`src/rtl/alu_pkg.sv`:
```
// alu_pkg: shared widths, opcode/state enums and flag struct for the ALU sequencer
package alu_pkg;
    localparam int WIDTH  = 15;
    localparam int ADDR_W = 3;
    typedef enum logic [2:0] {
        OP_ADD, OP_SUB, OP_AND, OP_OR, OP_XOR, OP_NOTA, OP_SHL, OP_PASSB
    } op_e;
    typedef enum logic [2:0] {IDLE, RD_A, RD_B, EXEC, WB} state_e;
    typedef struct packed {
        logic carry;
        logic overflow;
        logic zero;
    } flags_t;
endpackage

```
`src/rtl/alu_core.sv`:
```
// alu_core: combinational 15-bit ALU producing result and {carry, overflow, zero}
module alu_core
    import alu_pkg::*;
(
    input  logic [WIDTH-1:0] a,
    input  logic [WIDTH-1:0] b,
    input  op_e              op,
    output logic [WIDTH-1:0] y,
    output flags_t           f
);
    logic             sub;
    logic             arith;
    logic [WIDTH-1:0] bx;
    logic [WIDTH:0]   sum;
    always_comb begin
        sub   = op == OP_SUB;
        arith = op == OP_ADD || sub;
        bx    = sub ? ~b : b;
        // SUB shares the adder as A + ~B + 1
        sum   = {1'b0, a} + {1'b0, bx} + {{WIDTH{1'b0}}, sub};
        case (op)
            OP_ADD, OP_SUB: y = sum[WIDTH-1:0];
            OP_AND:         y = a & b;
            OP_OR:          y = a | b;
            OP_XOR:         y = a ^ b;
            OP_NOTA:        y = ~a;
            OP_SHL:         y = {a[WIDTH-2:0], 1'b0};
            default:        y = b;
        endcase
        f.carry    = arith ? sum[WIDTH] : (op == OP_SHL) ? a[WIDTH-1] : 1'b0;
        f.overflow = arith && (a[WIDTH-1] == bx[WIDTH-1]) && (y[WIDTH-1] != a[WIDTH-1]);
        f.zero     = y == '0;
    end
endmodule

```
`src/rtl/alu_sequencer.sv`:
```
// alu_sequencer: reads two operands from memory, executes one ALU op and writes the result back
module alu_sequencer
    import alu_pkg::*;
(
    input  logic              clock,
    input  logic              reset_n,
    input  logic              cmd_valid,
    output logic              cmd_ready,
    input  logic [2:0]        cmd_op,
    input  logic [ADDR_W-1:0] cmd_srcA,
    input  logic [ADDR_W-1:0] cmd_srcB,
    input  logic [ADDR_W-1:0] cmd_dst,
    output logic              ren,
    output logic [ADDR_W-1:0] rdAddr,
    input  logic [WIDTH-1:0]  dataOut,
    output logic              wen,
    output logic [ADDR_W-1:0] wrAddr,
    output logic [WIDTH-1:0]  dataIn,
    output logic              done,
    output logic [WIDTH-1:0]  result,
    output logic [2:0]        flags
);
    state_e            state, next;
    op_e               op_q;
    logic [ADDR_W-1:0] src_a, src_b, dst;
    logic [WIDTH-1:0]  a_q, alu_y;
    flags_t            alu_f, flags_q;

    // B is consumed straight from the memory's registered read port during EXEC
    alu_core u_alu (.a(a_q), .b(dataOut), .op(op_q), .y(alu_y), .f(alu_f));

    always_ff @(posedge clock or negedge reset_n) begin
        if (!reset_n) state <= IDLE;
        else          state <= next;
    end

    always_ff @(posedge clock or negedge reset_n) begin
        if (!reset_n) begin
            op_q    <= OP_ADD;
            src_a   <= '0;
            src_b   <= '0;
            dst     <= '0;
            a_q     <= '0;
            result  <= '0;
            flags_q <= '0;
        end else begin
            if (state == IDLE && cmd_valid) begin
                op_q  <= op_e'(cmd_op);
                src_a <= cmd_srcA;
                src_b <= cmd_srcB;
                dst   <= cmd_dst;
            end
            if (state == RD_B) a_q <= dataOut;
            if (state == EXEC) begin
                result  <= alu_y;
                flags_q <= alu_f;
            end
        end
    end

    always_comb begin
        next      = state == IDLE ? (cmd_valid ? RD_A : IDLE) :
                    state == RD_A ? RD_B :
                    state == RD_B ? EXEC :
                    state == EXEC ? WB : IDLE;
        cmd_ready = state == IDLE;
        ren       = state == RD_A || state == RD_B;
        rdAddr    = state == RD_A ? src_a : state == RD_B ? src_b : '0;
        wen       = state == WB;
        wrAddr    = state == WB ? dst : '0;
        dataIn    = state == WB ? result : '0;
        done      = state == WB;
    end

    assign flags = flags_q;
endmodule

```
`config.mk`:
```
export PLATFORM = sky130hd
export DESIGN_NAME = alu_sequencer
export DESIGN_NICKNAME = d
export VERILOG_FILES = /design/src/rtl/alu_pkg.sv /design/src/rtl/alu_core.sv /design/src/rtl/alu_sequencer.sv
export SDC_FILE = /design/constraint.sdc
export NUM_CORES = 1
export LEC_CHECK = 0
export ABC_AREA = 1
export BUFFER_PORTS_ARGS = -buffer_cell sky130_fd_sc_hd__buf_4
export CORE_ASPECT_RATIO = 0.5
export CORE_MARGIN = 8
export CORE_UTILIZATION = 58
export DETAILED_ROUTE_END_ITERATION = 12
export GPL_TIMING_DRIVEN = 0
export PLACE_DENSITY_LB_ADDON = 0.1
export SLEW_MARGIN = 20
export SYNTH_ARGS = -nofsm -noshare
export SYNTH_HDL_FRONTEND = slang
export SYNTH_SLANG_ARGS = --single-unit
```
`constraint.sdc`:
```
create_clock -name clock -period 2.95 [get_ports clock]
set_input_delay 0.1475 -clock clock [delete_from_list [all_inputs] [get_ports clock]]
set_output_delay 0.1475 -clock clock [all_outputs]
set_load 0.005 [all_outputs]
```
Word level (Yosys, flattened, before mapping). Cells that the tools add are included.

Register bits: 48. Bits in latches: 0. Memory bits (writable): 0. Bits in read-only memories: 0. Input bits: 30. Output and inout bits: 43. Logic and storage cells: 51. Memories: 0.

Add/sub/neg operators: 2. Multipliers: 0. Div/mod/pow operators: 0. $lt $le $gt $ge: 0. Eq/ne operators: 12. Shifts and indexed selects: 0. Muxes and demuxes: 13. Bitwise logic cells: 5. Reduce and logical (&&, ||, !) cells: 9.

Operator list (count): one-hot mux 15 bit (6 select lines) (1); 2-to-1 mux 15 bit (2); NOT 15 bit (2); 2-to-1 mux 3 bit (7); adder 15 x 15 -> 16 bit (1); adder 16 x 1 -> 16 bit (1); bitwise AND 15 bit (1); zero test 15 bit (1); bitwise OR 15 bit (1); bitwise XOR 15 bit (1); equality test 3 x 2 -> 1 bit (second input constant) (4); equality test 3 bit (second input constant) (4); equality test 3 x 1 -> 1 bit (second input constant) (2); zero test 3 bit (2); logical AND 1 bit (3); 2-to-1 mux 1 bit (3); logical OR 1 bit (2); OR reduction 2 bit (1); equality test 1 bit (1); != test 1 bit (1).

Depth between registers and ports, before layout. Gate-level depths: netlist of the first run.

Depth in word-level cells: 7. Depth in mapped cells: 20.

Hierarchy. A second synthesis of the first run with hierarchy kept.

Cell total of the unflattened synthesis: 712. Area, all modules: 4599.4 um^2.

By module, submodules not included: alu_core (times used 1, cells each 457, area an instance 2469.9 um^2, seq. area each 0.0 um^2); alu_sequencer (times used 1, cells each 255, area an instance 2129.5 um^2, seq. area each 1201.2 um^2).

Least setup slack after synthesis of the first run. No wires, ideal clock.

Kind: reg2reg. Start: reg op_q[2]. End: reg flags_q, in the netlist flags[0]. Setup time: 118 ps. Arrival time: 2433 ps. Setup slack: 400 ps. Cell stages (with the launch flop): 16. Path buffers: 1. Cells stage by stage: dfrtp_1 -> inv_2 -> nand3_4 -> buf_2 -> xor2_1 -> ha_1 -> nand2_1 -> inv_1 -> a21oi_1 -> nand3_1 -> a21oi_1 -> nand3_1 -> o211ai_1 -> nand2_1 -> nand3_1 -> nand2_1.

Longest elaborated chain between the ends: 6. Elaborated cells between the ends (all ways): 13. Classes of those cells: add/sub (2); eq/ne (6); mux (2); reduce/logical (3).

Ends and longest elaborated chain: start, declared (RTL line alu_sequencer.sv:24) `op_e op_q;`; start signal, assigned (RTL line alu_sequencer.sv:48) `op_q <= op_e'(cmd_op);`; equality test 3 x 1 -> 1 bit (RTL line alu_core.sv:16, alu_core.sv:21); 2-to-1 mux 15 bit (RTL line alu_core.sv:18) `bx = sub ? ~b : b;`; adder 15 x 15 -> 16 bit (RTL line alu_core.sv:20) `sum = {1'b0, a} + {1'b0, bx} + {{WIDTH{1'b0}}, sub};`; adder 16 x 1 -> 16 bit (RTL line alu_core.sv:20); one-hot mux 15 bit (6 select lines) (*) (RTL line alu_core.sv:21) `case (op)`; zero test 15 bit (*) (RTL line alu_core.sv:32) `f.zero = y == '0;`; end signal, assigned (RTL line alu_sequencer.sv:56) `flags_q <= alu_f;`; end, declared (RTL line alu_sequencer.sv:27) `flags_t alu_f, flags_q;`.

Mark *: on every way between the ends. The rest lies on a longest branch, timed or not. A chain may end at the register's enable or synchronous reset.

Worst setup path after layout of the first run.
Start: reg op_q[1]. End: reg flags_q, in the netlist flags[0].

Same word-level chain as after synthesis.

==> results of run 1 <==
[metrics by stage]
| stage | util [%] | cell area [um^2] | instances | power [W] |
|---|---|---|---|---|
| floorplan | - | 4360 | 661 | 0.00385 |
| global placement | 68.8 | 5020 | 829 | 0.00499 |
| detailed placement | 68.8 | 5020 | 829 | 0.00508 |
| CTS | 71.4 | 5210 | 839 | 0.00574 |
| global route | 74.0 | 5400 | 848 | 0.00671 |
| finish | 74.0 | 5400 | 848 | 0.00612 |
[area by class of cell]
cell class	instances	area share, %
Timing Repair Buffer	84	12.0
Clock inverter	1	0.162
Buffer	18	2.29
Sequential cell	48	22.3
Inverter	114	8.16
Clock buffer	6	2.57
Multi-Input combinational cell	481	50.3
Tap cell	96	2.22
[critical path, cell delays in order, from the launching register on]
cell	delay, ns
dfrtp_1	0.37
buf_6	0.13
inv_6	0.06
nand3_4	0.15
clkbuf_16	0.21
xor2_1	0.14
ha_1	0.37
inv_1	0.12
nor3_2	0.24
and2_1	0.16
nand2_1	0.08
nand2_1	0.07
nand2_1	0.06
nand3_1	0.11
nand2_1	0.08
nand2_1	0.11
nand2_1	0.06
nor2_1	0.08
nand3_1	0.08
nand2_1	0.07
[cells in the mapped netlist (2+ instances only)]
cell	number	share of area [%]
buf_4	3	0.52
nand3_2	2	0.46
nor2_1	57	4.9
o221ai_1	2	0.40
nand3_1	42	4.8
o21ai_0	47	5.4
inv_2	5	0.43
inv_1	108	9.3
ha_1	45	13
nand3b_1	4	0.69
nand2_1	188	16
o21ai_1	5	0.57
nand4_1	11	1.6
buf_2	3	0.34
buf_6	3	0.78
nor2_4	2	0.52
a21oi_1	28	3.2
dfrtp_1	48	28
nand2_2	5	0.72
xor2_1	14	2.8
nor2_2	2	0.29
o211ai_1	3	0.52
o22ai_1	4	0.57
clkbuf_1	9	0.78
nor3_1	10	1.1
[sequential cells by signal (all words and copies together) (netlist names)]
| signal | cells |
|---|---|
| a_q | 15 |
| dst | 3 |
| flags | 3 |
| op_q | 3 |
| result | 15 |
| src_a | 3 |
| src_b | 3 |
| state | 3 |
[what timing repair did]
item,in CTS,in global routing
gates resized for setup,5,32
buffers inserted,2,8
hold endpoints to repair,48,0
setup endpoints to repair,3,6
hold buffers,1,0
gates cloned,0,1
pin swaps,1,9
[cells by family after synthesis]
kind of cell / share of synthesized area [%]
adder cells (fa/ha/maj): 13.4
AO/OA/AOI/OAI: 11.5
buffers and inverters: 12.3
flip-flops: 27.6
AND/OR/NAND/NOR: 32.3
XOR/XNOR: 3.02
[power groups by stage]
stage,clock (W),combinational (W),sequential (W)
after global routing,0.000615,0.00475,0.00135
final,0.000589,0.00422,0.00131
after floorplan,0,0.00264,0.00121
after global placement,0,0.00372,0.00128
after detailed placement,0,0.00379,0.00129
after CTS,0.000591,0.00386,0.00128
[worst min path at each step]
stage / from / endpoint / slack, ns / cells past startpoint
after floorplan: reset_n / a_q[0] / -0.15 / 0
after global placement: reset_n / src_b[1] / 0.21 / 1
after detailed placement: reset_n / src_b[1] / 0.21 / 1
after CTS: cmd_op[1] / op_q[1] / 0.11 / 3
after global routing: cmd_srcB[0] / src_b[0] / 0.11 / 3
final: cmd_dst[0] / dst[0] / 0.11 / 3
[routing by layer]
metal | global-route usage [%] | part of all wire (%)
met2 | 36.6 | 42
met5 | 0 | 0
met1 | 33.2 | 46
met3 | 8.30 | 12
met4 | 3.44 | 0.52
==> results.json, run 1 <==
{
  "outcome": "completed",
  "syn_area_per_cell_um2": 6.59,
  "tns_ns": 0,
  "drc": 0,
  "hold_viol_final": 0,
  "grt_overflow": 0,
  "regArea_um2": 1200,
  "clk_root_buffer_cell": "clkbuf_16",
  "place_hpwl_mm": 9.87,
  "clk_latency_ns": 0.29,
  "timing.hold.ws_ns": 0.107,
  "layout_commonest_cell": "nand2_1",
  "cts_buffers": 5,
  "critPathLaunchType": "flip-flop",
  "final_cell_mix": "nand2_1, inv_1, buf_4, nor2_1",
  "clockPowerShare_pct": 9.6,
  "setup_viol": 0,
  "synthFlopType": "dfrtp_1",
  "ys_types": 36,
  "synth-edff-count": 0,
  "wire_per_inst_um": 15.5,
  "cp-endpoint": "flags[0]",
  "leakagePower_nw": 2.95,
  "grt_usage_pct": 24.3,
  "internal-power_w": 0.00290,
  "grt_pass1_wl_mm": 21.8,
  "antenna_cells": 0,
  "routed_wirelength_mm": 13.2,
  "area_growth_pct": 24.0,
  "io_pins": 73,
  "syn_inst": 661,
  "h-tree-depth": 2,
  "numClockSinks": 48,
  "p_sw_share_pct": 52.6,
  "synth.net_count": 737,
  "firstDrtPassIters": 5,
  "cp.required_ns": 3.18,
  "slew_headroom_pct": 59.0,
  "final_antenna_net_count": 0,
  "vias_per_cell": 5.41,
  "ys_seq_area_share_pct": 27.6,
  "drt-initial-drc-count": 369,
  "dieArea_um2": 10700,
  "powerDensity_nw_per_um2": 1130,
  "gp_congestion": 0.924,
  "clkSlewWorstSetupHoldPaths_ns": 0.06,
  "p_sw_w": 0.00322,
  "multi_input_area_um2": 2710,
  "startpoint": "op_q[1]",
  "die_h_um": 77.3,
  "layout-drive-gt1-share_pct": 19.0,
  "endpoint_kind": "flip-flop",
  "combPwrFrac_pct": 69.0,
  "io_buffers": 72,
  "fin_ws_ns": 0.148,
  "maxCapViolCount": 0,
  "grt_pass1_vias": 4430,
  "worst_slew_pin_slew_ns": 0.615,
  "synth.cell_area_um2": 4360,
  "r2r_end": "flags[0]",
  "pre_cts_slack_ns": -0.226,
  "synth-seq-cells": 48,
  "r2r.worst_path.cells": 19,
  "critPathKind": "flip-flop to flip-flop",
  "ys_warn_count": 0,
  "ff2ff_setup_slack_ns": 0.15,
  "synthArstFlopShare_pct": 100,
  "vdd_drop_max_mv": 0.576,
  "tritoncts": "done",
  "fin_skew_ns": 0.00591,
  "rsz0062_at_grt": "no",
  "core-area_um2": 7290,
  "cts_buffer_depth": 2,
  "fillerInstances": 596,
  "nets": 828,
  "grt_start_max_net_pins": 49,
  "initial_utilization_pct": 59.7,
  "die_x_um": 139,
  "crit_arrival_ns": 3.03,
  "timing.final.crit_share_pct": 95.0,
  "dr_total_vias": 4585,
  "hp-class": "input pin to flip-flop",
  "r2r_start": "op_q[1]",
  "fp-row-count": 22,
  "antenna_found_initial": 0,
  "seqPwrFrac_pct": 21.4,
  "timing.fmax_ghz": 0.357,
  "fin_crit_ns": 2.80,
  "crit_path_max_fanout": 6,
  "slew_violations": 0
}
No activity file was read; power rests on OpenSTA's default activity.
==> run 2: changes to the inputs <==
--- a/config.mk
+++ b/config.mk
@@ -5,11 +5,10 @@
 export SDC_FILE = /design/constraint.sdc
 export NUM_CORES = 1
 export LEC_CHECK = 0
-export ABC_AREA = 1
 export BUFFER_PORTS_ARGS = -buffer_cell sky130_fd_sc_hd__buf_4
 export CORE_ASPECT_RATIO = 0.5
 export CORE_MARGIN = 8
-export CORE_UTILIZATION = 58
+export CORE_UTILIZATION = 57
 export DETAILED_ROUTE_END_ITERATION = 12
 export GPL_TIMING_DRIVEN = 0
 export PLACE_DENSITY_LB_ADDON = 0.1
==> run 2 against run 1 <==
  * The run now ends with setup timing left
  * Design area up 9.0%
  * Power up 36%
  * Register-to-register slack worse by 0.45 ns
  * Synthesized cell count down 26%
  * Sequential cell count unchanged
  * Clock power up 29%
  * Area after synthesis down 3.0%
  * Die area down 1.1%
  * Combinational power up 48%
  * Non-clock buffer count up 33
  * Fmax down 14%
  * Via count down 1.5%
==> results.json, run 2 <==
{
  "core-area_um2": 7270,
  "final_area_um2": 5880,
  "synthArstFlopShare_pct": 100,
  "grt_overflow": 0,
  "critPathLaunchType": "flip-flop",
  "hp-class": "input pin to flip-flop",
  "final_cell_mix": "buf_4, dfrtp_1, nand2_1, inv_1, ha_1",
  "ys_seq_area_share_pct": 28.4,
  "ys_warn_count": 0,
  "cts_buffers": 5,
  "drt-initial-drc-count": 495,
  "placed_cell_area_um2": 5000,
  "synth.net_count": 567,
  "final_util_pct": 81.0,
  "fp-row-count": 22,
  "clkSlewWorstSetupHoldPaths_ns": 0.08,
  "grt_pass1_vias": 4265,
  "slew_headroom_pct": 44.5,
  "clk_root_buffer_cell": "clkbuf_16",
  "routed_wirelength_mm": 15.0,
  "leakagePower_nw": 2.75,
  "die_x_um": 138,
  "io_pins": 73,
  "cts_buffer_depth": 2,
  "crit_arrival_ns": 3.43,
  "grt_usage_pct": 25.8,
  "io_buffers": 72,
  "dr_total_vias": 4516,
  "crit_path_max_fanout": 6,
  "hold_viol_final": 0,
  "grt_start_max_net_pins": 49,
  "synth_common_cells": "dfrtp_1, nand2_1, ha_1",
  "endpoint_kind": "flip-flop",
  "layout_commonest_cell": "buf_4",
  "antenna_found_initial": 0,
  "maxCapViolCount": 0,
  "synth-edff-count": 0,
  "violations": "setup timing",
  "yosys.area.top_type": "dfrtp_1",
  "wire_per_inst_um": 21.3,
  "fin_skew_ns": 0.0151,
  "firstDrtPassIters": 5,
  "reg_top3": "a_q x15, result x15",
  "ys_types": 62,
  "place_hpwl_mm": 9.81,
  "dieArea_um2": 10600,
  "vdd_drop_max_mv": 0.694,
  "critPathKind": "flip-flop to flip-flop",
  "synth-seq-cells": 48,
  "ys_top_cells_by_area": "dfrtp_1, ha_1, xnor2_1",
  "rsz0062_at_grt": "yes",
  "grt_pass1_wl_mm": 22.0,
  "synthFlopType": "dfrtp_1",
  "antenna_cells": 0,
  "fin_ws_ns": -0.305,
  "pre_cts_slack_ns": -0.916,
  "layout-drive-gt1-share_pct": 34.0,
  "cp.required_ns": 3.12,
  "final_antenna_net_count": 0,
  "setup_viol": 7,
  "timing.fmax_ghz": 0.307,
  "initial_utilization_pct": 58.1,
  "fin_crit_ns": 3.25,
  "vias_per_cell": 6.41,
  "die_h_um": 76.9,
  "drc": 0,
  "tritoncts": "done",
  "slew_violations": 0,
  "outcome": "finished with violations",
  "synth_top_cell_area_share_pct": 28.4,
  "synth.cell_area_um2": 4220,
  "total_power_w": 0.00831,
  "clk_latency_ns": 0.30,
  "area_growth_pct": 39.3,
  "gp_congestion": 0.963,
  "timing.final.crit_share_pct": 110,
  "syn_area_per_cell_um2": 8.60,
  "nets": 683,
  "h-tree-depth": 2,
  "syn_inst": 491,
  "timing.hold.ws_ns": 0.0745,
  "worst_slew_pin_slew_ns": 0.831,
  "powerDensity_nw_per_um2": 1410,
  "synth.most_common_cell": "dfrtp_1",
  "numClockSinks": 48
}
-- run 2: cell families after synthesis --
kind of cell | count (synthesis) | synth area share (%)
simple gates | 146 | 17.7
fa+ha+maj | 46 | 13.8
flops | 48 | 28.4
xor+xnor | 22 | 4.56
compound gates | 133 | 20.8
buf+inv | 67 | 6.40
mux | 29 | 8.26
-- run 2: routing by layer --
layer,track usage [%],part of all wire (%),vias to the layer above
li1,-,-,1975
met1,34.2,40,2138
met2,38.7,43,335
met3,9.17,14,68
met4,7.14,3.2,0
met5,0,0,-
-- run 2: metrics by stage --
| step | TNS (ns) | cells |
|---|---|---|
| floorplan | -0.603 | 491 |
| global placement | -8.35 | 659 |
| detailed placement | -8.50 | 659 |
| CTS | -0.583 | 689 |
| global route | -1.85 | 704 |
| finish | -1.21 | 704 |
-- run 2: critical path: stages (launching register included) --
cell	delay [ns]
dfrtp_2	0.45
buf_12	0.14
nor3_4	0.23
buf_6	0.15
xnor2_4	0.12
inv_2	0.06
fa_2	0.43
nor2b_1	0.19
o2111ai_2	0.20
a311oi_1	0.53
nor3_4	0.12
o2111a_1	0.15
and4_1	0.20
nand4_1	0.09
o21ai_1	0.08
-- run 2: repair_timing --
item | CTS | global route
pin swaps | 20 | 36
hold endpoints to repair | 48 | 0
cloned | 1 | 0
buffers inserted | 23 | 16
gates resized for setup | 45 | 36
hold buffers | 1 | 0
endpoints found under the setup margin | 16 | 12
-- run 2: area by class of cell --
type                    count  area, um^2
plain buffers              22         136
inverters                  41         159
clock inverters             3        68.8
well taps                  96         120
flip-flops and latches     48        1200
repair buffers            113         902
fillers                   460        1380
clock buffers               5         125
multi-input cells         376        3170
-- run 2: worst paths after layout --
check / endpoint / slack, ns / startpoint / cells after the start
max reg2reg: flags[0] / -0.30 / op_q[2] / 14
min: op_q[1] / 0.07 / cmd_op[1] / 3
max in group asynchronous: op_q[2] / 2.10 / reset_n / 2
min reg2reg: dst[0] / 0.50 / dst[0] / 1
min in group asynchronous: a_q[2] / 0.40 / reset_n / 2
max: flags[0] / -0.30 / op_q[2] / 14
-- run 2: report_power, final --
| group | internal [W] | switching (W) |
|---|---|---|
| combinational | 0.00290 | 0.00334 |
| sequential | 0.000982 | 0.000332 |
| clock | 0.000489 | 0.000269 |
